`src/rtl/srm_ctrl_seq.sv`:
```
// Multi-cycle control sequencer for the SRM-Starter core: decodes the IR opcode into the
// datapath control word and sequences instruction fetch, data memory access and interrupt entry.
module srm_ctrl_seq #(
  parameter int OPC_HI = 31
) (
  input  logic        clk,
  input  logic        rst,
  input  logic [31:0] inst_bus,
  input  logic        ifetch_ack,
  input  logic        mem_ack,
  input  logic        cond_true,
  input  logic        irq,
  output logic [14:0] control_lines,
  output logic        ifetch_req,
  output logic        pc_inc,
  output logic        ks_mode,
  output logic        illegal
);

  typedef enum logic [2:0] {
    RIDLE,
    FETCH,
    EXEC,
    MEM,
    INT_SAVE,
    INT_VEC,
    HALT
  } state_t;

  localparam logic [4:0] OP_NOP = 5'h00;
  localparam logic [4:0] OP_ALR = 5'h01;
  localparam logic [4:0] OP_ALI = 5'h02;
  localparam logic [4:0] OP_LUI = 5'h03;
  localparam logic [4:0] OP_LD  = 5'h04;
  localparam logic [4:0] OP_ST  = 5'h05;
  localparam logic [4:0] OP_JMP = 5'h06;
  localparam logic [4:0] OP_BCC = 5'h07;
  localparam logic [4:0] OP_IJR = 5'h08;
  localparam logic [4:0] OP_SWI = 5'h09;
  localparam logic [4:0] OP_RTI = 5'h0A;
  localparam logic [4:0] OP_SRW = 5'h0B;
  localparam logic [4:0] OP_HLT = 5'h1F;

  localparam logic [2:0] PCIN_JMP   = 3'b000;
  localparam logic [2:0] PCIN_COND  = 3'b001;
  localparam logic [2:0] PCIN_IJR   = 3'b010;
  localparam logic [2:0] PCIN_DB_IN = 3'b011;
  localparam logic [2:0] PCIN_IRD   = 3'b100;

  localparam logic [1:0] REGIN_UIMM = 2'b01;
  localparam logic [1:0] REGIN_MEM  = 2'b10;

  localparam logic [1:0] MADDR_LOAD  = 2'b01;
  localparam logic [1:0] MADDR_S_INT = 2'b10;
  localparam logic [1:0] MADDR_H_INT = 2'b11;

  state_t state_q, state_d;
  logic   fetch_entry_q, fetch_entry_d;
  logic   ks_mode_q, ks_mode_d;
  logic   mem_ld_q, mem_ld_d;
  logic   int_hw_q, int_hw_d;

  logic [4:0] opcode;
  logic       inst_unused;

  logic       c_we, alu_bsel, pc_jmp, sr_we, mem_we, ks, ir_tsf, mem_req;
  logic [2:0] pc_in;
  logic [1:0] reg_in, mem_addr;

  assign opcode      = inst_bus[OPC_HI -: 5];
  assign inst_unused = ^(inst_bus & ~(32'h1F << (OPC_HI - 4)));

  always_ff @(posedge clk or posedge rst) begin
    if (rst) begin
      state_q       <= RIDLE;
      fetch_entry_q <= 1'b0;
      ks_mode_q     <= 1'b1;
      mem_ld_q      <= 1'b0;
      int_hw_q      <= 1'b0;
    end else begin
      state_q       <= state_d;
      fetch_entry_q <= fetch_entry_d;
      ks_mode_q     <= ks_mode_d;
      mem_ld_q      <= mem_ld_d;
      int_hw_q      <= int_hw_d;
    end
  end

  always_comb begin
    state_d    = state_q;
    ks_mode_d  = ks_mode_q;
    mem_ld_d   = mem_ld_q;
    int_hw_d   = int_hw_q;
    c_we       = 1'b0;
    alu_bsel   = 1'b0;
    pc_jmp     = 1'b0;
    sr_we      = 1'b0;
    mem_we     = 1'b0;
    ks         = 1'b0;
    pc_in      = PCIN_JMP;
    reg_in     = 2'b00;
    mem_addr   = 2'b00;
    ir_tsf     = 1'b0;
    mem_req    = 1'b0;
    ifetch_req = 1'b0;
    pc_inc     = 1'b0;
    illegal    = 1'b0;

    case (state_q)
      RIDLE: state_d = FETCH;

      FETCH: begin
        ifetch_req = 1'b1;
        // Interrupts are only considered on the first FETCH cycle, i.e. at an instruction boundary.
        if (fetch_entry_q && irq && !ks_mode_q) begin
          state_d  = INT_SAVE;
          int_hw_d = 1'b1;
        end else if (ifetch_ack) begin
          state_d = EXEC;
        end
      end

      EXEC: begin
        state_d = FETCH;
        case (opcode)
          OP_NOP: pc_inc = 1'b1;
          OP_ALR: begin
            c_we   = 1'b1;
            sr_we  = 1'b1;
            pc_inc = 1'b1;
          end
          OP_ALI: begin
            c_we     = 1'b1;
            sr_we    = 1'b1;
            alu_bsel = 1'b1;
            pc_inc   = 1'b1;
          end
          OP_LUI: begin
            c_we   = 1'b1;
            reg_in = REGIN_UIMM;
            pc_inc = 1'b1;
          end
          OP_LD: begin
            state_d  = MEM;
            mem_ld_d = 1'b1;
          end
          OP_ST: begin
            state_d  = MEM;
            mem_ld_d = 1'b0;
          end
          OP_JMP: begin
            pc_jmp = 1'b1;
            pc_in  = PCIN_JMP;
          end
          OP_BCC: begin
            pc_in  = PCIN_COND;
            pc_jmp = cond_true;
            pc_inc = !cond_true;
          end
          OP_IJR: begin
            pc_jmp = 1'b1;
            pc_in  = PCIN_IJR;
          end
          OP_SWI: begin
            state_d  = INT_SAVE;
            int_hw_d = 1'b0;
          end
          OP_RTI: begin
            pc_jmp    = 1'b1;
            pc_in     = PCIN_IRD;
            ks_mode_d = 1'b0;
          end
          OP_SRW: begin
            sr_we  = 1'b1;
            pc_inc = 1'b1;
          end
          OP_HLT: state_d = HALT;
          default: begin
            illegal = 1'b1;
            pc_inc  = 1'b1;
          end
        endcase
      end

      MEM: begin
        // Address/steering are held for the whole access; only the ack-cycle qualifiers vary.
        mem_req = 1'b1;
        if (mem_ld_q) begin
          mem_addr = MADDR_LOAD;
          reg_in   = REGIN_MEM;
          c_we     = mem_ack;
        end else begin
          mem_we = 1'b1;
        end
        if (mem_ack) begin
          pc_inc  = 1'b1;
          state_d = FETCH;
        end
      end

      INT_SAVE: begin
        ir_tsf    = 1'b1;
        ks        = 1'b1;
        ks_mode_d = 1'b1;
        state_d   = INT_VEC;
      end

      INT_VEC: begin
        mem_req  = 1'b1;
        mem_addr = int_hw_q ? MADDR_H_INT : MADDR_S_INT;
        pc_in    = PCIN_DB_IN;
        if (mem_ack) begin
          pc_jmp  = 1'b1;
          state_d = FETCH;
        end
      end

      HALT: begin
        if (irq && !ks_mode_q) begin
          state_d  = INT_SAVE;
          int_hw_d = 1'b1;
        end
      end

      default: state_d = RIDLE;
    endcase

    fetch_entry_d = (state_d == FETCH) && (state_q != FETCH);
  end

  assign control_lines = {mem_req, ir_tsf, mem_addr, reg_in, pc_in, ks, mem_we, sr_we,
                          pc_jmp, alu_bsel, c_we};
  assign ks_mode       = ks_mode_q;

endmodule

```
`config.mk`:
```
export PLATFORM = sky130hd
export DESIGN_NAME = srm_ctrl_seq
export DESIGN_NICKNAME = d
export VERILOG_FILES = /design/src/rtl/srm_ctrl_seq.sv
export SDC_FILE = /design/constraint.sdc
export NUM_CORES = 1
export LEC_CHECK = 0
export ABC_AREA = 1
export CORE_UTILIZATION = 32
export DETAILED_ROUTE_END_ITERATION = 12
export PLACE_DENSITY = 0.77
export SYNTH_ARGS = -nofsm -noshare
export SYNTH_HDL_FRONTEND = slang
export SYNTH_SLANG_ARGS = --single-unit
```
`constraint.sdc`:
```
create_clock -name clk -period 1.3 [get_ports clk]
set_input_delay 0.195 -clock clk [delete_from_list [all_inputs] [get_ports clk]]
set_output_delay 0.195 -clock clk [all_outputs]
set_load 0.01 [all_outputs]
```
==> results.md <==
* Post-synthesis cell area at around 830 um2
* Crit path cell chain: inv_2, nand2_4, nor2_4, inv_4, nor2_2, nand4_1, nor2_2, buf_2
* Register-to-Register Path Depth at 11
* Gr usage total at ~20%
* Largest net degree at the start of global routing at 8
* Initial DRC Count at 31
* Clock Tree Buf Depth at 2
* Die X at between 50 and 60 um
* Root Buffer: clkbuf_4
* First-pass GRT wire length at approximately 4.3 mm
* Post-Place Setup Slack at -846.0 ps
* Routed WL at between 2 and 3 mm
* Hold_buf cts at 0
* Largest stage delay on the critical path at slightly above 400 ps
* Syn Area/Cell at 6.284 um2
* Slew Viols, Final at 0
* Setup Viol. Count Final at 23
* RSZ-0062 raised after global routing: yes
* Fin crit period at ~1600 ps
* Vias in the first global route at 1022
* Starting Density at roughly 34%
* Arr. time, crit path at between 1000 and 1500 ps
* Utilization after layout at between 60% and 70%
* Leak pwr at roughly 0.84 nW
* Yosys cell types at 26
* Clock latency on the worst-skew pair at ~250 ps
* Reg2Reg Setup Slack at -200 ps
* Final #Nets at 240
* Final HPWL DP at between 1.5 and 2 mm
* Final WS setup at -321.1 ps
* Status: finished, violations left
* Maxcap violations at 0
* Final hold viol count at 0
* Die area at about 0.0028 mm2
* DR vias/cell at 4.766
* Buffers added on ports at 29
* DRC at 0
* Ys Warns at 0
* Hold slack at ~180 ps
* Share of layout cells above drive strength 1 at between 50% and 60%
* Maximum clock frequency at around 620 MHz
* Tightest Pin Transition at 294.6 ps
* Fin crit share at 124.7%
* Critical Path RT at about 1100 ps
* Peak supply drop at approximately 0.0013 V
* I/O Pins at between 50 and 60
* Sequential-to-total area share from yosys stat at 21.27%
* Seq cells post-synth at 7
* Gpl congestion at 0.9439
* Cts bufs inserted at 3
* Reg clk slew, reported paths at approximately 60 ps
* Dpl cell area at about 0.0013 mm2
* Clock Skew at around 5.0 ps
* # clock sinks at 7
* Hold crit path type: in -> async
* H-tree depth at 1
* GRT overflow at 0
* Core ar. at between 0.002 and 0.0025 mm2
* Critical-path top delay cell: dfrtp_1
* Reg2reg end: fetch_entry_q
* DR vias at 1101
* Crit Path Max Fanout at 7
* Detailed-route wire length per cell at 12.07 um
* Cell row count at 18
* Design area at ~0.0016 mm2
* Initial antenna violation count at 0
* Remaining antenna violation count at 0
* Die H at about 53 um
* Slew HR at between 80 and 90%
* Worst Setup Path Type: reg -> out
* Most used cell, CP: nor2_2
* Mapped Cells at 132
* Type of origin of the critical path: register
* Worst Setup SP: state_q[0]
* Power per cell area at 1637 mW/mm2
* Critical Path Sink Type: output port
* R2r startpoint: state_q[2]
* ANT cells at 0
* CTS tree: built
* Post-Syn Nets at 170
* DR pass1 iterations at 4
* Violated checks: negative setup slack
* Area grow syn2layout at 92.76%
-- cells in the mapped netlist --
| library cell | number | area share [%] |
|---|---|---|
| nand3_2 | 2 | 2.4 |
| buf_6 | 1 | 1.4 |
| inv_1 | 19 | 8.6 |
| o21ai_0 | 5 | 3.0 |
| inv_2 | 2 | 0.91 |
| a31oi_1 | 1 | 0.75 |
| nor2_4 | 3 | 4.1 |
| dfstp_2 | 1 | 3.2 |
| nand4_1 | 5 | 3.8 |
| nor4_1 | 1 | 0.75 |
| nor2_1 | 16 | 7.2 |
| nand3b_1 | 1 | 0.91 |
| dfrtp_1 | 6 | 18 |
| o22ai_1 | 1 | 0.75 |
| buf_4 | 8 | 7.2 |
| nand2_1 | 31 | 14 |
| o21a_1 | 1 | 0.91 |
| nand3_1 | 9 | 5.4 |
| nor2_2 | 6 | 4.5 |
| nand2_2 | 4 | 3.0 |
| nor3_2 | 1 | 1.2 |
| nor3_4 | 1 | 2.0 |
| nand2_4 | 2 | 2.7 |
| inv_4 | 1 | 0.75 |
| a21oi_1 | 1 | 0.60 |
| o21ai_1 | 3 | 1.8 |
-- worst max path at each step --
stage	end	slack, ps	cells after the start
final	illegal	-320	8
after global routing	illegal	-400	8
after CTS	illegal	-280	7
after detailed placement	illegal	-850	10
after global placement	illegal	-780	9
after floorplan	illegal	-70	7
-- worst max-delay path, delay by kind of cell (launching register included) --
family	cells	cell delay, ps
and+or+nand+nor	5	460
DFF	1	410
buffers and inverters	3	320
-- power breakdown --
group	switching, mW	internal (mW)
Clock	0.0837	0.117
Sequential	0.0898	0.328
Combinational	0.973	1.03
-- cells in the final DEF, fill, tap and decap left out, drive strengths merged --
cell type / synthesis / final
buf: 9 / 63
nand2: 37 / 37
nor2: 25 / 25
inv: 22 / 22
nand3: 11 / 11
o21ai: 8 / 8
dlygate4sd2: 0 / 6
dfrtp: 6 / 6
nand4: 5 / 5
clkdlybuf4s50: 0 / 5
clkbuf: 0 / 4
nor3: 2 / 2
o22ai: 1 / 1
nand3b: 1 / 1
nor4: 1 / 1
o21a: 1 / 1
a21oi: 1 / 1
a31oi: 1 / 1
dfstp: 1 / 1
-- registers in the layout (all words and copies together), names as in the netlist --
name,flops
ks_mode,1
mem_ld_q,1
fetch_entry_q,1
int_hw_q,1
state_q,3
-- routing by layer --
metal | share of wire, % | GRT usage [%] | vias to the layer above
met5 | 0 | 0 | -
met4 | 0 | 4.386 | 0
met3 | 2.2 | 0 | 0
met2 | 54 | 36.71 | 20
met1 | 43 | 26.16 | 533
li1 | - | - | 548
-- cell type report --
class | instances | area (um2)
Fill cell | 192 | 855.8
Inverter | 22 | 87.58
Timing Repair Buffer | 74 | 649.4
Clock buffer | 4 | 26.28
Multi-Input combinational cell | 94 | 619.3
Tap cell | 30 | 37.54
Sequential cell | 7 | 178.9
-- timing repair --
item,CTS,global route
gates resized for setup,120,19
pin swaps,20,15
setup buffers,8,11
endpoints found under the setup margin,24,22
endpoints found under the hold margin,0,0
-- cells by family after synthesis --
group,count (synthesis),synth area share (%)
AO/OA/AOI/OAI,12,7.843
buffers and inverters,31,18.85
flip-flops,7,21.27
AND/OR/NAND/NOR,82,52.04
-- metrics by stage --
step	power [mW]	cells	TNS (ps)
2_1_floorplan	1.258	132	-199.7
3_3_place_gp	1.880	213	-10960
3_5_place_dp	1.921	213	-11990
4_1_cts	2.306	224	-3362
5_1_grt	2.810	231	-5824
6_report	2.617	231	-4172
Power figures use the tool's default switching activity.
